--- config.mk ---
export PLATFORM = sky130hd
export DESIGN_NAME = pipe_skid_stage
export DESIGN_NICKNAME = d
export VERILOG_FILES = /design/src/rtl/pipe_skid_stage.sv
export SDC_FILE = /design/constraint.sdc
export NUM_CORES = 1
export LEC_CHECK = 0
export CAP_MARGIN = 5
export CELL_PAD_IN_SITES_DETAIL_PLACEMENT = 0
export CELL_PAD_IN_SITES_GLOBAL_PLACEMENT = 1
export CORE_UTILIZATION = 40
export CTS_CLUSTER_DIAMETER = 100
export DETAILED_ROUTE_END_ITERATION = 6
export PLACE_DENSITY_LB_ADDON = 0.1
export SLEW_MARGIN = 20
export SYNTH_ARGS = -nofsm -noshare
export SYNTH_HDL_FRONTEND = slang
export SYNTH_SLANG_ARGS = --single-unit
export TNS_END_PERCENT = 5
--- constraint.sdc ---
create_clock -name clk -period 2 [get_ports clk]
set_input_delay 0.4 -clock clk [delete_from_list [all_inputs] [get_ports clk]]
set_output_delay 0.4 -clock clk [all_outputs]
set_load 0.02 [all_outputs]
--- src/rtl/pipe_skid_stage.sv ---
// Generic pipeline boundary register with a 2-entry skid buffer and synchronous flush.
// Define PIPE_SKID_STATS_EN to add saturating stall/flush statistics counters.
module pipe_skid_stage #(
  parameter int                DATA_W    = 96,
  parameter logic [DATA_W-1:0] RESET_VAL = '0
`ifdef PIPE_SKID_STATS_EN
  ,
  parameter int                CNT_W     = 32
`endif
) (
  input  logic              clk,
  input  logic              rst,
  input  logic              flush_i,
  input  logic              in_valid_i,
  output logic              in_ready_o,
  input  logic [DATA_W-1:0] in_data_i,
  output logic              out_valid_o,
  input  logic              out_ready_i,
  output logic [DATA_W-1:0] out_data_o
`ifdef PIPE_SKID_STATS_EN
  ,
  output logic [CNT_W-1:0]  stall_cnt_o,
  output logic [CNT_W-1:0]  flush_cnt_o
`endif
);

  typedef enum logic [1:0] {
    EMPTY = 2'd0,
    BUSY  = 2'd1,
    FULL  = 2'd2
  } state_t;

  state_t            state_p0;
  logic [DATA_W-1:0] main_p0;
  logic [DATA_W-1:0] skid_p0;
  logic              in_fire;
  logic              out_fire;

  assign in_fire    = in_valid_i & in_ready_o;
  assign out_fire   = out_valid_o & out_ready_i;
  assign out_data_o = main_p0;

  // Stage boundary: main register feeds downstream, skid catches the beat accepted while stalled.
  always_ff @(posedge clk) begin
    if (rst || flush_i) begin
      state_p0    <= EMPTY;
      out_valid_o <= 1'b0;
      in_ready_o  <= 1'b1;
      main_p0     <= RESET_VAL;
      skid_p0     <= RESET_VAL;
    end else begin
      case (state_p0)
        EMPTY: begin
          if (in_fire) begin
            state_p0    <= BUSY;
            main_p0     <= in_data_i;
            out_valid_o <= 1'b1;
          end
        end
        BUSY: begin
          if (in_fire && out_fire) begin
            main_p0 <= in_data_i;
          end else if (in_fire) begin
            state_p0   <= FULL;
            skid_p0    <= in_data_i;
            in_ready_o <= 1'b0;
          end else if (out_fire) begin
            state_p0    <= EMPTY;
            out_valid_o <= 1'b0;
          end
        end
        FULL: begin
          if (out_fire) begin
            state_p0   <= BUSY;
            main_p0    <= skid_p0;
            in_ready_o <= 1'b1;
          end
        end
        default: begin
          state_p0    <= EMPTY;
          out_valid_o <= 1'b0;
          in_ready_o  <= 1'b1;
        end
      endcase
    end
  end

`ifdef PIPE_SKID_STATS_EN
  function automatic logic [CNT_W-1:0] sat_inc(input logic [CNT_W-1:0] v);
    return (&v) ? v : v + {{(CNT_W-1){1'b0}}, 1'b1};
  endfunction

  // Counters survive flush; only rst clears them.
  always_ff @(posedge clk) begin
    if (rst) begin
      stall_cnt_o <= '0;
      flush_cnt_o <= '0;
    end else begin
      if (out_valid_o && !out_ready_i) stall_cnt_o <= sat_inc(stall_cnt_o);
      if (flush_i && (state_p0 != EMPTY)) flush_cnt_o <= sat_inc(flush_cnt_o);
    end
  end
`endif

endmodule

======== After elaboration in Yosys (flattened, before gate mapping) ========
Cells that the tools add are included.
storage, ports and cells
  register bits after elaboration ......... 196
  latch bits .............................. 0
  RAM bits ................................ 0
  memory bits (read-only) ................. 0
  bits of input ports ..................... 101
  output and inout port bits .............. 98
  word-level logic and storage cells ...... 48
  memories kept ........................... 0
operators by class
  add/subtract/negate cells ............... 0
  $mul .................................... 0
  div/mod/pow operators ................... 0
  magnitude comparators ................... 0
  equal/unequal tests ..................... 10
  shifts and indexed selects .............. 0
  muxes and demuxes ....................... 19
  bitwise logic cells ..................... 5
  reductions and logical operators ........ 9
operators by type and width
  kind                                                                   number
  96-bit two-way mux                                                     3
  96-bit case mux with 3 select lines                                    1
  2-bit != test, second input constant                                   7
  4-bit AND reduction                                                    3
  2-bit two-way mux                                                      5
  1-bit two-way mux                                                      7
  1-bit case mux with 3 select lines                                     2
  2-bit case mux with 3 select lines                                     1
  5-bit AND reduction                                                    1
  3-bit != test, second input constant                                   1
  1-bit inverter                                                         3
  3-bit AND reduction                                                    1
  3-bit nonzero test                                                     1
  1-bit AND                                                              2
  2-bit by 1-bit equality test with 1-bit output, second input constant  1
  2-bit equality test, second input constant                             1
  2-bit logical NOT                                                      1
  1-bit logical AND                                                      1
  1-bit logical OR                                                       1

======== Depth between registers and ports, before layout ========
  word-level depth ........................ 5
  gate-level depth with buffers ........... 7
  mapped depth without buffers ............ 3

======== Worst setup path before layout ========
No wires, ideal clock.
  path type ............................... register -> register
  from .................................... reg in_ready_o
  to ...................................... reg main_p0[29], in the netlist out_data_o[29]
  setup time .............................. 0.081 ns
  data arrival time ....................... 1.430 ns
  required time ........................... 1.919 ns
  slack ................................... 0.489 ns
  stages on the path, launching flop included .. 7
  path buffers ............................ 3
  clock period less this slack ............ 1.511 ns
  cells stage by stage .................... dfxtp_1 and3b_1 buf_2 buf_6 buf_4 a211oi_2 a211oi_2
between the ends
  cells in the longest elaborated chain, start to end .. 4
  elaborated cells on any way between the ends .. 5
  those cells by class .................... 2 x eq/ne; 1 x bitwise; 2 x reduce/logical
RTL lines
  item                             line  text
  start: declaration               15    output logic in_ready_o,
  start signal: assignment         48    in_ready_o <= 1'b1;
  start signal: assignment         66    in_ready_o <= 1'b0;
  start signal: assignment         76    in_ready_o <= 1'b1;
  1-bit AND *                      39    assign in_fire = in_valid_i & in_ready_o;
  1-bit logical AND                61    if (in_fire && out_fire) begin
  2-bit != test (no line)          -
  4-bit AND reduction (no line) *  -
  end signal: assignment           56    main_p0 <= in_data_i;
  end signal: assignment           62    main_p0 <= in_data_i;
  end signal: assignment           75    main_p0 <= skid_p0;
  end: declaration                 34    logic [DATA_W-1:0] main_p0;
Every way passes the cells marked *; elsewhere a longest branch is shown, timed or not.
A chain may end at the register's enable or synchronous reset.

======== Worst setup path in the final report ========
  from .................................... reg main_p0[24], in the netlist out_data_o[24]
  to ...................................... out out_data_o[24]
RTL lines
  item              line  text
  end: declaration  19    output logic [DATA_W-1:0] out_data_o
No word-level cell between the ends.

==> flow_metrics.tcl <==
set metrics [dict create \
    cts_buffers 17 \
    drv_slew 0 \
    path_clk_slew_ns 0.08 \
    synth_edf_count 0 \
    vias 7623 \
    drive_gt1_frac 0.1963 \
    drt_pass1_iterations 5 \
    crit_type "reg2out" \
    num_io_pins 199 \
    comb_power_share 0.177 \
    hold_path_class "reg2reg" \
    netlist_instances 917 \
    grt_max_degree 53 \
    tightest_slew_ns 0.3886 \
    switching_share 0.2848 \
    synth_area_leaders "dfxtp_1 (42%), a211oi_2 (17%), mux2i_1 (10%)" \
    peakVddDrop_v 0.0005362 \
    synth_cell_types 34 \
    cts_tree "yes" \
    htree_levels 4 \
    synth_ff_type "dfxtp_1" \
    drtIter0Drc 375 \
    grt_use_total 0.2157 \
    syn_to_final_growth_pct 30.56 \
    ys_warn_count 0 \
    cp_data_required_time_ns 1.60 \
    antenna_found_initial 1 \
    die-area_um2 24040 \
    syn_avg_cell_area_um2 10.22 \
    dp_cells 1356 \
    ys_ff_latch 196 \
    rsz0062_at_grt "no" \
    ctsRootBufferMaster "clkbuf_16" \
    hold_viol_final 0 \
    place_area_um2 11670 \
    netlist_area_um2 9369 \
    max-slew-margin-rel 0.7406 \
    yosysTopAreaCell "dfxtp_1" \
    synthArstFlopShare 0 \
    cp_num_buf_inv 1 \
    wirelength_um 26060 \
    fin_cells 1388 \
    drc 0 \
    clock_latency_ns 0.43 \
    finalInstanceArea_um2 12230 \
    yosysSeqAreaShare 0.4188 \
    via_per_inst 5.492 \
    gr-total-overflow 0 \
    cp_data_arrival_time_ns 1.44 \
    status "completed" \
    fmax_mhz 542.5 \
    cp-end-kind "primary output" \
    num_rows 55 \
    fin_nets 1163 \
    grt_pass1_vias 7506 \
    clock_sinks 196 \
    p_leak_uw 0.004540 \
    num_antenna_cells 0 \
    crit_path_cell_trace "clkdlybuf4s50_1" \
    min_period_over_period 0.9217 \
    layout_min_cycle_time_ns 1.843 \
    post_cts_buffers 0 \
    synth_fp_nets 1018 \
    clk_path_buf_depth 2 \
    design.core.area_um2 22780 \
    clock-skew-final_ns 0.01648 \
    maxCapViolCount 0 \
    intPower_uw 6453 \
    detailed_place_hpwl_um 15630 \
    critPathMaxFanout 2 \
    grt_pass1_wl_um 41550 \
    critPathLaunchType "flip-flop" \
    die_w_um 155.0 \
    slowest_delay_ns 0.63 \
    finalSetupViolCount 0 \
    io_buffers 198 \
    clkPwrFrac 0.369 \
    power-per-cell-area_nw_per_um2 737.7 \
    wire_per_inst_um 18.78 \
    cp_slowest_cell "clkdlybuf4s50_1" \
    synth_top_area_frac 0.4188 \
    seq_power_share 0.455 \
    ant_nets 0 \
    initial_core_util 0.4113 \
    switchingPower_uw 2570 \
    crit_family "buffers and inverters" \
    die_height_um 155.0 \
    gp_congestion 0.7482 \
]
## Yosys cell counts (2+ instances only)
library cell and n:
a21o_1 2, a21oi_1 98, a211oi_2 125, buf_4 15, buf_1 2, buf_12 5
dfxtp_1 196, nor2_1 3, buf_6 20, o21ai_0 74, nand2_1 2, o21ai_1 23
buf_2 25, a211oi_1 67, clkbuf_1 48, nand3_1 96, mux2i_1 96, clkbuf_4 4
## stage by stage
step / worst slack [ns] / hold WS (ns) / power (uW) / setup TNS (ns) / util
final: 0.1566 / 0.4739 / 9023 / 0 / 0.5370
after global routing: 0.09572 / 0.4940 / 9424 / 0 / 0.5370
after CTS: 0.1324 / 0.4756 / 9142 / 0 / 0.5370
after detailed placement: -0.03568 / 0.4658 / 5796 / -1.330 / 0.5126
after global placement: -0.01796 / 0.4584 / 5795 / -0.1355 / 0.5126
after floorplan: 0.4892 / 0.4532 / 5116 / 0 / -
## layer usage
layer,GRT usage,share of wire
met2,0.3441,0.47
met1,0.2911,0.47
met5,0,0
met3,0.05599,0.057
met4,0.04903,0.0071
## kinds of logic after synthesis
| family | count (synthesis) | share of synthesized area |
|---|---|---|
| AND/OR/NAND/NOR | 111 | 0.06277 |
| multiplexers | 96 | 0.1026 |
| flip-flops | 196 | 0.4188 |
| AO/OA/AOI/OAI | 394 | 0.3321 |
| buffers and inverters | 120 | 0.08373 |
## path summary, 6_finish.rpt
kind | from | endpoint | slack, ns | cells past startpoint
setup / recovery | out_data_o[24] | out_data_o[24] | 0.16 | 1
setup reg to reg | state_p0[0] | out_data_o[94] | 0.35 | 4
hold reg to reg | skid_p0[55] | skid_p0[55] | 0.47 | 2
hold / removal | skid_p0[55] | skid_p0[55] | 0.47 | 2
## layout make-up
class	count	area (um^2)
fill	2057	10550
multi-input combinational	601	4696
sequential	196	3924
timing repair buffer	245	2658
clock buffer	19	442.9
tap	313	391.6
clock inverter	13	116.4
inverter	1	3.754
## flip-flops by register name, indices dropped and copies added (netlist names)
| name | flops |
|---|---|
| skid_p0 | 96 |
| state_p0 | 2 |
| out_data_o | 96 |
| in_ready_o | 1 |
| out_valid_o | 1 |
## repair_timing
item                                    4_1_cts  5_1_grt
hold buffers                                  0        0
gates resized for setup                       2        0
endpoints found under the setup margin        2        0
## power groups by stage
stage | Sequential [uW] | Combinational [uW] | Clock [uW]
4_1_cts | 4100 | 1610 | 3430
3_3_place_gp | 4190 | 1600 | 0
2_1_floorplan | 4290 | 821 | 0
3_5_place_dp | 4190 | 1600 | 0
5_1_grt | 4120 | 1700 | 3610
6_report | 4100 | 1590 | 3330
## layout by cell type (no fill, tap or decap), types with 2 or more instances in the layout
cell type,synthesis,final
a21oi_1,98,98
nand2_1,2,2
o21ai_1,23,23
dfxtp_1,196,196
a21o_1,2,2
buf_12,5,26
clkinvlp_4,0,3
nand3_1,96,96
dlygate4sd2_1,0,2
a211oi_1,67,67
inv_8,0,4
nor2_1,3,3
mux2i_1,96,96
inv_6,0,2
clkbuf_16,0,17
buf_4,15,21
o21ai_0,74,74
a211oi_2,125,125
clkdlybuf4s50_1,0,196
clkinv_4,0,3
Note: power is estimated with default switching activity, not from simulation.
==> edit (same flow settings) <==
The option `PIPE_SKID_STATS_EN` is turned on by a define.
--- a/src/rtl/pipe_skid_stage.sv
+++ b/src/rtl/pipe_skid_stage.sv
@@ -1,4 +1,6 @@
 // Generic pipeline boundary register with a 2-entry skid buffer and synchronous flush.
 // Define PIPE_SKID_STATS_EN to add saturating stall/flush statistics counters.
+`define PIPE_SKID_STATS_EN
+
 module pipe_skid_stage #(
   parameter int                DATA_W    = 96,
Behaviour (old outputs only; new: flush_cnt_o and stall_cnt_o): no difference found for any inputs over 4 cycles, from zero or initial values and one cycle with rst high; that may be too few to reach the edited logic, so the function may still have changed.
==> edit against the original RTL <==
Hold slack lost 110 ps. Cell area grew 30%. Area after synthesis grew 16%. Final cell count grew 41%. Sequential cell count grew 64. Sequential share of layout area grew 0.89 points. Wire length grew 16%. Count of clock-buffer cells in the layout grew 15. Power grew 33%. Via count grew 34%. Die area grew 16%. Largest cell class unchanged. Sequential power grew 31%. Worst setup slack lost 140 ps.
==> edit: results (changes against the original RTL) <==
Routing
  • DR iter-0 viols: 526 (was 375)
  • DR WL/cell: 15.3 um (was 18.8 um)
  • DRT Pass-1 Iters: 4 (was 5)
  • Via Count: 10200 (was 7623)

Setup path
  • Family with the most delay on the worst path: simple AND/OR/NAND/NOR gates (was buffers and inverters)
  • Largest stage delay, worst path: 420 ps (was 630 ps)
  • Critical path's slowest cell: or3_4 (was clkdlybuf4s50_1)
  • Max FO, Critical Path: 6 (was 2)
  • Arr. time, crit path: 2460 ps (was 1440 ps)

Yosys
  • Ys async rst share: 0% (unchanged)
  • Compound-Gate Fraction of Synth Area: 17.4% (was 33.2%)
  • YS warnings: 0 (unchanged)
  • Synth Flop Type: dfxtp_1 (unchanged)
  • Top post-synthesis cells by area: dfxtp_1 48%, mux2i_1 8.9%, nand2_1 7.9% (was dfxtp_1 42%, a211oi_2 17%, mux2i_1 10%)
  • Post-synth top cells: 260 x dfxtp_1, 230 x nand2_1, 149 x a21oi_1, 115 x nor2_1, 98 x a211oi_1 (was 196 x dfxtp_1, 125 x a211oi_2, 98 x a21oi_1, 96 x mux2i_1, 96 x nand3_1)
  • Yosys top cell area share: 47.7% (was 41.9%)
  • Xor/xnor share of the synthesized area: 0.482% (was 0%)
  • Multiplexer share of the synthesized area: 9.32% (was 10.3%)
  • Sequential share of the synthesized area: 47.7% (was 41.9%)
  • Adder-Cell Fraction of Synth Area: 0.229% (was 0%)
  • Syn_nets: 1379 (was 1018)
  • Distinct cells, synth: 48 (was 34)

Global routing
  • Total Routing Usage GR: 21.0% (was 21.6%)
  • Initial antenna violation count: 2 (was 1)
  • Vias in the first global route: 9466 (was 7506)
  • Largest net degree at the start of global routing: 69 (was 53)
  • First-pass GRT wire length: 48700 um (was 41600 um)

Timing
  • Slew HR: 73.0% (was 74.1%)
  • Clk_skew: 17.1 ps (was 16.5 ps)

Finish
  • Nets@finish: 1703 (was 1163)
  • Fill count: 2451 (was 2057)
  • Layout cells sized above 1: 13.8% (was 19.6%)

Hold path
  • HP Class: primary input to flip-flop (was flip-flop to flip-flop)

Clock tree
  • Htree depth: 1 (was 4)
  • Clk slew on worst S/H paths: 70 ps
  • CTS buffer count: 29 (was 17)
  • Latest clock arrival within the worst-skew pair: 540 ps (was 430 ps)
  • Clk buf depth: 3 (was 2)
  • Clock root cell: clkbuf_16 (unchanged)

Pwr
  • Peak supply drop: 0.691 mV (was 0.536 mV)
  • Leak pwr: 6.61 nW (was 4.54 nW)

Place
  • Port Buffers: 262 (was 198)
  • RD Place Congestion: 0.794 (was 0.748)
  • Dpl hpwl: 20500 um (was 15600 um)
  • Cell Area, Placed: 14800 um2 (was 11700 um2)

Outcome
  • Status: complete, no violations (unchanged)
==> edit: changes by cell type in the layout (fill, tap and decap cells not counted), moves of 45 or more <==
cell	unedited run	this run
nand3_1	96	22
o21ai_0	74	29
nor2_1	3	115
buf_4	21	102
dfxtp_1	196	245
nand2_1	2	228
a21oi_1	98	147
a211oi_2	125	0
==> edit: logic make-up after synthesis <==
logic type	after synthesis
flops	260
xor+xnor	6
buf+inv	103
mux	101
fa+ha+maj	2
compound gates	312
simple gates	492
==> edit: what timing repair did <==
| item | CTS | global route |
|---|---|---|
| resized for setup | 47 | 27 |
| setup endpoints to repair | 46 | 38 |
| pin swaps | 0 | 8 |
| hold endpoints to repair | 0 | 0 |
| setup buffers | 0 | 6 |
==> edit: tightest hold or removal path, delay by kind of cell <==
kind                   cells  cell delay, ps
AND/OR/NAND/NOR            1             120
buffers and inverters      2             330
==> edit: through the flow <==
step                setup TNS [ps]  std cells  total power (W)  util (%)  setup slack, ps
floorplan                    -19.6       1276          0.00607         -            -11.5
global placement            -31720       1904          0.00672      55.1             -212
detailed placement          -31440       1904          0.00673      55.1             -251
CTS                              0       1954           0.0122      58.5             4.17
global route                 -74.7       1961           0.0125      59.0            -39.6
finish                           0       1962           0.0120      59.0             21.1
==> edit: worst paths after layout <==
path	start	end	slack [ps]	depth (start not counted)
worst max register to register	flush_cnt_o[4]$_SDFFE_PP0P_	flush_cnt_o[11]$_SDFFE_PP0P_	20	6
worst min-delay path	rst	flush_cnt_o[0]$_SDFFE_PP0P_	360	3
worst min register to register	skid_p0[84]$_SDFFE_PP0P_	skid_p0[84]$_SDFFE_PP0P_	450	2
worst max-delay path	flush_cnt_o[4]$_SDFFE_PP0P_	flush_cnt_o[11]$_SDFFE_PP0P_	20	6
==> edit: cell type report <==
cell class	count	area share, %
multi-input cells	913	34.0
flip-flops and latches	260	33.0
repair buffers	389	24.0
clock buffers	34	4.95
well taps	341	2.69
clock inverters	16	1.17
inverters	7	0.166
diodes	2	0.0316
==> edit: layer usage <==
layer / part of all wire [%] / track usage [%] / up-vias / routed length [um]
met4: 2.5 / 5.96 / 2 / 742
met1: 45 / 27.3 / 4710 / 13700
met3: 6.9 / 5.79 / 49 / 2070
met2: 45 / 34.1 / 226 / 13600
li1: - / - / 5206 / -
met5: 0.043 / 0 / - / 13
==> edit: power breakdown <==
part           internal, W  switching [W]  leakage (nW)  total [W]
clock              0.00329        0.00213         0.483    0.00542
sequential         0.00530      0.0000681          2.12    0.00537
combinational     0.000590       0.000644          4.01    0.00123
total              0.00918        0.00285          6.61     0.0120
